$ cat src/rtl/fir_pkg.sv
// Shared FIR-path definitions: default widths/depths,
// feeder state enum and a saturating counter helper.
package fir_pkg;

  localparam int FIR_DATA_W = 32;
  localparam int FIR_DEPTH  = 4;

  typedef enum logic {
    EMPTY  = 1'b0,
    LOADED = 1'b1
  } feed_state_e;

  function automatic logic [15:0] sat_inc16(
    input logic [15:0] v
  );
    return (v == 16'hFFFF) ? v : v + 16'd1;
  endfunction

endpackage

$ cat src/rtl/fir_sync_fifo.sv
// Synchronous FIFO, power-of-two depth, sync active-high reset.
// Ports: i_push/i_wdata write, i_pop advances head,
//        o_rdata = head, o_full/o_empty/o_level status.
module fir_sync_fifo
  import fir_pkg::*;
#(
  parameter int DATA_W = FIR_DATA_W,
  parameter int DEPTH  = FIR_DEPTH,
  localparam int AW    = $clog2(DEPTH),
  localparam int LW    = AW + 1
) (
  input  logic              clk,
  input  logic              rst,
  input  logic              i_push,
  input  logic [DATA_W-1:0] i_wdata,
  input  logic              i_pop,
  output logic [DATA_W-1:0] o_rdata,
  output logic              o_full,
  output logic              o_empty,
  output logic [LW-1:0]     o_level
);

  logic [DATA_W-1:0] r_mem [DEPTH];
  logic [AW-1:0]     r_wptr;
  logic [AW-1:0]     r_rptr;
  logic [LW-1:0]     r_level;

  // Power-of-two depth: pointers wrap by natural overflow.
  always_ff @(posedge clk) begin
    if (rst) begin
      r_wptr  <= '0;
      r_rptr  <= '0;
      r_level <= '0;
    end else begin
      if (i_push) r_wptr <= r_wptr + 1'b1;
      if (i_pop)  r_rptr <= r_rptr + 1'b1;
      unique case ({i_push, i_pop})
        2'b10:   r_level <= r_level + 1'b1;
        2'b01:   r_level <= r_level - 1'b1;
        default: r_level <= r_level;
      endcase
    end
  end

  // Storage is never reset; level/pointers define validity.
  always_ff @(posedge clk) begin
    if (!rst && i_push) r_mem[r_wptr] <= i_wdata;
  end

  assign o_rdata = r_mem[r_rptr];
  assign o_full  = (r_level == LW'(DEPTH));
  assign o_empty = (r_level == '0);
  assign o_level = r_level;

endmodule

$ cat src/rtl/fir_x_feeder.sv
// Feeds FIR input port: presentation register + FIFO backlog.
// Ports: s_valid/s_ready/s_data upstream, x_rsc_dat/x_triosy_lz fir side,
//        level = FIFO occupancy, underrun_cnt = pops with nothing loaded.
module fir_x_feeder
  import fir_pkg::*;
#(
  parameter int DATA_W = FIR_DATA_W,
  parameter int DEPTH  = FIR_DEPTH,
  localparam int LW    = $clog2(DEPTH) + 1
) (
  input  logic              clk,
  input  logic              rst,
  input  logic              s_valid,
  output logic              s_ready,
  input  logic [DATA_W-1:0] s_data,
  output logic [DATA_W-1:0] x_rsc_dat,
  input  logic              x_triosy_lz,
  output logic [LW-1:0]     level,
  output logic [15:0]       underrun_cnt
);

  feed_state_e       r_state;
  logic [DATA_W-1:0] r_x;
  logic [15:0]       r_underrun;

  logic [DATA_W-1:0] w_head;
  logic              w_full;
  logic              w_empty;
  logic [LW-1:0]     w_level;
  logic              w_xfer;
  logic              w_loaded;
  logic              w_push;
  logic              w_pop;

  assign w_xfer   = s_valid & ~w_full;
  assign w_loaded = (r_state == LOADED);

  // Pop only when a loaded sample is consumed and a backlog exists.
  assign w_pop  = ~rst & w_loaded & x_triosy_lz & ~w_empty;
  // Bypass the FIFO whenever the sample goes straight to x_rsc_dat.
  assign w_push = ~rst & w_xfer & w_loaded
                & ~(x_triosy_lz & w_empty);

  fir_sync_fifo #(
    .DATA_W (DATA_W),
    .DEPTH  (DEPTH)
  ) u_fifo (
    .clk     (clk),
    .rst     (rst),
    .i_push  (w_push),
    .i_wdata (s_data),
    .i_pop   (w_pop),
    .o_rdata (w_head),
    .o_full  (w_full),
    .o_empty (w_empty),
    .o_level (w_level)
  );

  always_ff @(posedge clk) begin
    if (rst) begin
      r_state    <= EMPTY;
      r_x        <= '0;
      r_underrun <= '0;
    end else begin
      unique case (r_state)
        EMPTY: begin
          if (x_triosy_lz)
            r_underrun <= sat_inc16(r_underrun);
          if (w_xfer) begin
            r_x     <= s_data;
            r_state <= LOADED;
          end
        end
        LOADED: begin
          if (x_triosy_lz) begin
            if (!w_empty) begin
              r_x <= w_head;
            end else if (w_xfer) begin
              r_x <= s_data;
            end else begin
              r_x     <= '0;
              r_state <= EMPTY;
            end
          end
        end
      endcase
    end
  end

  assign s_ready      = ~w_full;
  assign x_rsc_dat    = r_x;
  assign level        = w_level;
  assign underrun_cnt = r_underrun;

endmodule
$ cat config.mk
export PLATFORM = sky130hd
export DESIGN_NAME = fir_x_feeder
export DESIGN_NICKNAME = d
export VERILOG_FILES = /design/src/rtl/fir_pkg.sv /design/src/rtl/fir_sync_fifo.sv /design/src/rtl/fir_x_feeder.sv
export SDC_FILE = /design/constraint.sdc
export NUM_CORES = 1
export LEC_CHECK = 0
export CAP_MARGIN = 10
export CORE_AREA = 3 3 121 146
export DETAILED_ROUTE_END_ITERATION = 8
export DIE_AREA = 0 0 124 149
export PLACE_DENSITY = 0.67
export SLEW_MARGIN = 20
export SYNTH_ARGS = -nofsm -noshare
export SYNTH_HDL_FRONTEND = slang
export SYNTH_SLANG_ARGS = --single-unit
$ cat constraint.sdc
create_clock -name clk -period 6.6 [get_ports clk]
set_input_delay 1.32 -clock clk [delete_from_list [all_inputs] [get_ports clk]]
set_output_delay 1.32 -clock clk [all_outputs]
set_load 0.03 [all_outputs]
### Word level (Yosys, flattened, before mapping)

Memories as Yosys holds them, arrays and structs flattened. A register that Yosys moved wholly into a read port is not among the register bits.
Cells that the tools add are included.

| storage, ports and cells | value |
|---|---|
| output and inout port bits | 52 |
| memories kept | 1 |
| word-level logic and storage cells | 52 |
| memory bits (writable) | 128 |
| register bits | 56 |

| operators by class | value |
|---|---|
| add/subtract/negate cells | 5 |
| bitwise logic cells | 14 |
| eq/ne operators | 6 |
| muxes and demuxes | 14 |
| reduce and logical (&&, ||, !) cells | 6 |

Memory list:

| name | words | bits a word | rd ports | clocked after memory_dff | wr ports | line | text |
|---|---|---|---|---|---|---|---|
| u_fifo.r_mem | 4 | 32 | 1 | 1 | 1 | fir_sync_fifo.sv:23 | `logic [DATA_W-1:0] r_mem [DEPTH];` |

Operators with widths:

| kind | count |
|---|---|
| 32-bit 2-to-1 mux | 4 |
| 32-bit one-hot mux with 2 select lines | 1 |
| 16-bit by 1-bit adder with 16-bit output (second input constant) | 1 |
| 16-bit == test (second input constant) | 1 |
| 1-bit bitwise AND | 8 |
| 1-bit inverter | 6 |
| 3-bit one-hot mux with 2 select lines | 1 |
| 1-bit 2-to-1 mux | 5 |
| 2-bit by 1-bit adder with 2-bit output (second input constant) | 2 |
| 2-bit 2-to-1 mux | 2 |
| 2-bit != test (second input constant) | 2 |
| 3-bit by 1-bit adder with 3-bit output (second input constant) | 1 |
| 3-bit == test (second input constant) | 1 |
| 3-bit logical NOT | 1 |
| 3-bit AND reduction | 1 |
| 3-bit by 1-bit subtractor with 3-bit output (second input constant) | 1 |
| 2-bit by 1-bit == test with 1-bit output (second input constant) | 1 |
| 2-bit == test (second input constant) | 1 |
| 1-bit one-hot mux with 2 select lines | 1 |
| 2-bit AND reduction | 1 |
| 2-bit nonzero test | 1 |
| 1-bit logical AND | 1 |
| 1-bit logical NOT | 1 |

### Logic depth before layout (Yosys ltp)

| depth | value |
|---|---|
| word-level depth | 9 |
| depth in mapped cells | 10 |

### Cells and area by module

Synthesis repeated with hierarchy kept, for this count alone.

| unflattened totals | value |
|---|---|
| cells, all modules | 471 |
| area total of the unflattened synthesis | 7274.5 µm² |

By module, submodules not included:

| module | cells an instance | area an instance (µm²) | times used |
|---|---|---|---|
| fir_sync_fifo | 215 | 5096.1 | 1 |
| fir_x_feeder | 256 | 2178.3 | 1 |

### Worst setup path after synthesis

Ideal clock, no wire load.

| path | value |
|---|---|
| path type | input to register |
| start point | input port rst |
| end point | memory u_fifo.r_mem[0][0] (netlist bit) (enable) |
| arrival | 2.754 ns |
| data required time | 6.208 ns |
| stages on the path | 4 |
| slack | 3.454 ns |
| path through | clkbuf_1 > nor2b_1 > o311a_1 > and2_1 |

| between the ends | value |
|---|---|
| cells in the longest elaborated chain, start to end | 7 |

Ends and longest elaborated chain:

| what | line | text |
|---|---|---|
| start: declaration | fir_x_feeder.sv:12 | `input logic rst,` |
| 1-bit inverter | fir_x_feeder.sv:41 | `assign w_push = ~rst & w_xfer & w_loaded` |
| 1-bit bitwise AND (2 in a row) | fir_x_feeder.sv:41 |  |
| 1-bit bitwise AND | fir_x_feeder.sv:42 | `& ~(x_triosy_lz & w_empty);` |
| 1-bit logical AND * | fir_sync_fifo.sv:47 | `if (!rst && i_push) r_mem[r_wptr] <= i_wdata;` |
| 1-bit 2-to-1 mux * | fir_sync_fifo.sv:47 |  |
| 1-bit 2-to-1 mux (implied by the code) * | fir_sync_fifo.sv:47 |  |
| end: declaration | fir_sync_fifo.sv:23 |  |

Mark *: on every way between the ends. The rest lies on a longest branch, timed or not.

### Worst setup path after layout

| path | value |
|---|---|
| start point | input port x_triosy_lz |
| end point | register u_fifo.r_level[2] (netlist: u_fifo.o_level[2]) |

| between the ends | value |
|---|---|
| cells in the longest elaborated chain, start to end | 5 |

Ends and longest elaborated chain:

| what | line | text |
|---|---|---|
| start: declaration | fir_x_feeder.sv:17 | `input logic x_triosy_lz,` |
| 1-bit bitwise AND | fir_x_feeder.sv:42 |  |
| 1-bit inverter | fir_x_feeder.sv:42 |  |
| 1-bit bitwise AND | fir_x_feeder.sv:42 |  |
| 2-bit by 1-bit == test with 1-bit output / 2-bit == test (equally long branches) | fir_sync_fifo.sv:37 | `unique case ({i_push, i_pop})` |
| 3-bit one-hot mux with 2 select lines / 2-bit nonzero test (equally long branches) | - |  |
| end signal: assignment | fir_sync_fifo.sv:38 | `2'b10: r_level <= r_level + 1'b1;` |
| end signal: assignment | fir_sync_fifo.sv:39 | `2'b01: r_level <= r_level - 1'b1;` |
| end signal: assignment | fir_sync_fifo.sv:40 | `default: r_level <= r_level;` |
| end: declaration | fir_sync_fifo.sv:26 | `logic [LW-1:0] r_level;` |

Several ways; a longest one is shown, not always the timed one.
A chain may end at the register's enable or synchronous reset.

==> summary.md <==
| Metric | Value |
|---|---|
| Yosys warns | `0` |
| Multi-input gate area | `about 0.0021 mm2` |
| Congestion Overflow GR | `0` |
| CP bufs+invs | `3` |
| Chip Width | `~120 um` |
| Hold_sp | `x_rsc_dat[29]` |
| Mapped Area | `0.007278 mm2` |
| Arr. time, crit path | `3.86 ns` |
| Relative slew slack | `31.72%` |
| Cell taking the most area after synthesis | `edfxtp_1` |
| Crit Reg-Reg Endpoint | `u_fifo.o_level[2]` |
| Crit-path leading delay family | `buffers and inverters` |
| Avg WL per Cell | `19.50 um` |
| Clock Latency Late Sink | `between 0.4 and 0.5 ns` |
| 1st-pass router iterations | `5` |
| FILL cells | `about 1.3k` |
| Setup TNS | `0 ns` |
| Pwr Density | `272.5 mW/mm2` |
| Number of global-route vias before repair | `4394` |
| Slowest CP cell | `clkdlybuf4s50_1` |
| Clk_skew | `slightly above 0.007 ns` |
| Antenna viol nets, final | `0` |
| WP data required | `approximately 7.0 ns` |
| Initial antenna violation count | `0` |
| Startpoint types | `input port` |
| RePlAce Congestion | `0.7839` |
| Worst setup EP type | `flip-flop` |
| Yosys top cell area share | `52.81%` |
| H-tree levels | `4` |
| Unrepaired setup endpoints after global routing | `no` |
| Final Hold Viols | `0` |
| Crit Path Class | `input port to flip-flop` |
| DR DRC count | `0` |
| Hold EP | `x_rsc_dat[29]` |
| WHS Path Cells | `2` |
| # resized after CTS | `0` |
| Share of layout cells above drive strength 1 | `between 10 and 15%` |
| Worst reg2reg path startpoint | `r_state` |
| Min Tclk post-route | `roughly 3.5 ns` |
| Core area | `about 0.016 mm2` |
| Register area | `around 0.0050 mm2` |
| CP Depth | `10` |
| Max_cap viols | `0` |
| Count of cell types in the netlist | `44` |
| CP max stage delay | `just under 0.7 ns` |
| Post-detail-place hpwl | `around 9000 um` |
| CTS tree | `done` |
| Synth top area cells | `edfxtp_1 (53%), dfxtp_1 (16%), mux4_2 (9.9%)` |
| Cells on worst reg2reg path | `8` |
| Largest net degree at the start of global routing | `a little over 60` |
| Area delta synth->final | `22.16%` |
| Outcome | `completed` |
| DRT Wirelength | `around 15000 um` |
| Setup Fix Bufs, Post-CTS | `0` |
| Critical path peak fanout | `8` |
| Most numerous cell on the critical path | `inv_1` |
| Gr usage total | `around 17%` |
| # hold bufs at CTS | `0` |
| Least-Margin Pin Slew | `roughly 1.0 ns` |
| Hold Path Class | `flip-flop to flip-flop` |
| FP Rows | `roughly 50` |
| Synth Net Count | `around 520` |
| Avg Cell Area, Syn | `around 15 um2` |
| Clk sink count | `186` |
| Antenna cells | `0` |
| Clk root buf | `clkbuf_16` |
| Tot Pwr | `around 2.4 mW` |
| Post-synthesis sequential area ratio | `between 60% and 70%` |
| Die H | `roughly 150 um` |
| Num CTS Buffers | `17` |
| IO Count | `around 90` |
| Fin nets | `600` |
| Via density | `~5.7` |
| Leak Pwr | `2.853 nW` |
| CP Cell Sequence | `clkdlybuf4s50_1, nor2_1, o311a_1, inv_1, ha_1, inv_1, fa_1, xor2_1, or3_1, a21oi_1` |
| Worst-path clk slew | `~0.07 ns` |
| R2r setup slk | `just over 4 ns` |
| Initial DRC count | `370` |
| Slew Viols, Final | `0` |
| Period utilization | `a little over half` |
| Worst vdd ir | `~0.19 mV` |
| Clk buf depth | `2` |
| Fmax | `~280 MHz` |
| Buffers on Ports | `87` |
| Vias post-DR | `about 4.4k` |
| Initial Util | `between 40% and 50%` |
| Die Area | `0.01848 mm2` |
| Final setup vio count | `0` |
| Seq cells post-synth | `between 150 and 200` |
| Syn Inst Count | `around 480` |
| First-pass GRT wire length | `between 20000 and 25000 um` |
==> report_power, final <==
part           total [mW]  internal [mW]  switching [mW]
sequential           1.28           1.27          0.0131
combinational       0.184         0.0765           0.107
clock               0.959          0.525           0.434
total                2.42           1.87           0.555
==> metrics by stage <==
stage          hold slack [ns]  cell area, um2  std cells  utilization, %  worst slack (ns)
2_1_floorplan           0.4847            7278        479               -             3.454
3_3_place_gp            0.4805            8330        750           51.00             2.836
3_5_place_dp            0.4801            8330        750           51.00             2.742
4_1_cts                 0.4916            8882        782           54.37             3.111
5_1_grt                 0.5063            8891        782           54.43             2.993
6_report                0.4878            8891        782           54.43             3.086
==> cell families (layout without fill, tap and decap cells) <==
group	after synthesis	after routing	share of synthesized area (%)
adders and majority gates	7	7	1.306
and+or+nand+nor	134	134	9.627
xor gates and xnor gates	5	5	0.6018
DFF	186	186	68.76
muxes	35	35	10.35
AOI/OAI and AO/OA	68	68	6.911
buffers and inverters	44	135	2.441
==> cell usage in the layout (no fill, tap or decap), types with 8 or more instances in the layout <==
cell type,instances
nor3_1,36
nand3_1,8
dfxtp_1,56
nor2_1,46
inv_1,12
edfxtp_1,128
clkdlybuf4s50_1,86
a21oi_1,13
clkbuf_16,17
a221oi_1,32
mux4_2,32
==> state kept, by name, indices dropped and copies added (netlist names), named ones only <==
| register | flops |
|---|---|
| r_state | 1 |
| u_fifo.o_level | 3 |
| u_fifo.r_mem | 128 |
| u_fifo.r_rptr | 2 |
| u_fifo.r_wptr | 2 |
| underrun_cnt | 16 |
| x_rsc_dat | 32 |
==> synthesized netlist by cell type, drive strengths merged <==
library cell	number
a211oi	2
a21oi	13
a221oi	32
a22o	1
a22oi	1
and2	5
and3	3
and4	1
buf	7
clkbuf	25
dfxtp	58
edfxtp	128
fa	1
ha	6
inv	12
mux2	2
mux2i	1
mux4	32
nand2	5
nand2b	1
nand3	8
nand4	5
nor2	46
nor2b	6
nor3	36
nor4	3
o21a	1
o21ai	9
o311a	1
o31a	1
o31ai	6
o41ai	1
or3	7
or3b	1
or4	7
xnor2	2
xor2	3
==> worst max path at each step <==
stage / from / end
final: x_triosy_lz / u_fifo.o_level[2]
after global routing: x_triosy_lz / u_fifo.o_level[2]
after CTS: x_triosy_lz / u_fifo.o_level[2]
after detailed placement: x_triosy_lz / u_fifo.o_level[2]
after global placement: x_triosy_lz / u_fifo.o_level[2]
after floorplan: rst / u_fifo.r_mem[0][0]
==> area by class of cell <==
class	count	share of cell area, %
flip-flops and latches	186	56.32
multi-input cells	249	23.91
repair buffers	91	10.08
clock buffers	19	4.869
well taps	212	2.983
clock inverters	13	1.337
inverters	12	0.5066
==> per-layer routing <==
layer	vias to the layer above	part of all wire (%)	wire, um	track usage (%)
li1	2042	-	-	-
met1	2244	44	6643	22.88
met5	-	0	0	0
met2	130	50	7639	27.17
met3	14	5.0	756	3.832
met4	0	1.4	211	5.370
==> tightest hold or removal path, stage by stage, from the launching register on <==
cell	delay (ns)
dfxtp_1	0.31
nor2_1	0.09
nor3_1	0.04
(Power assumes the default switching activity.)
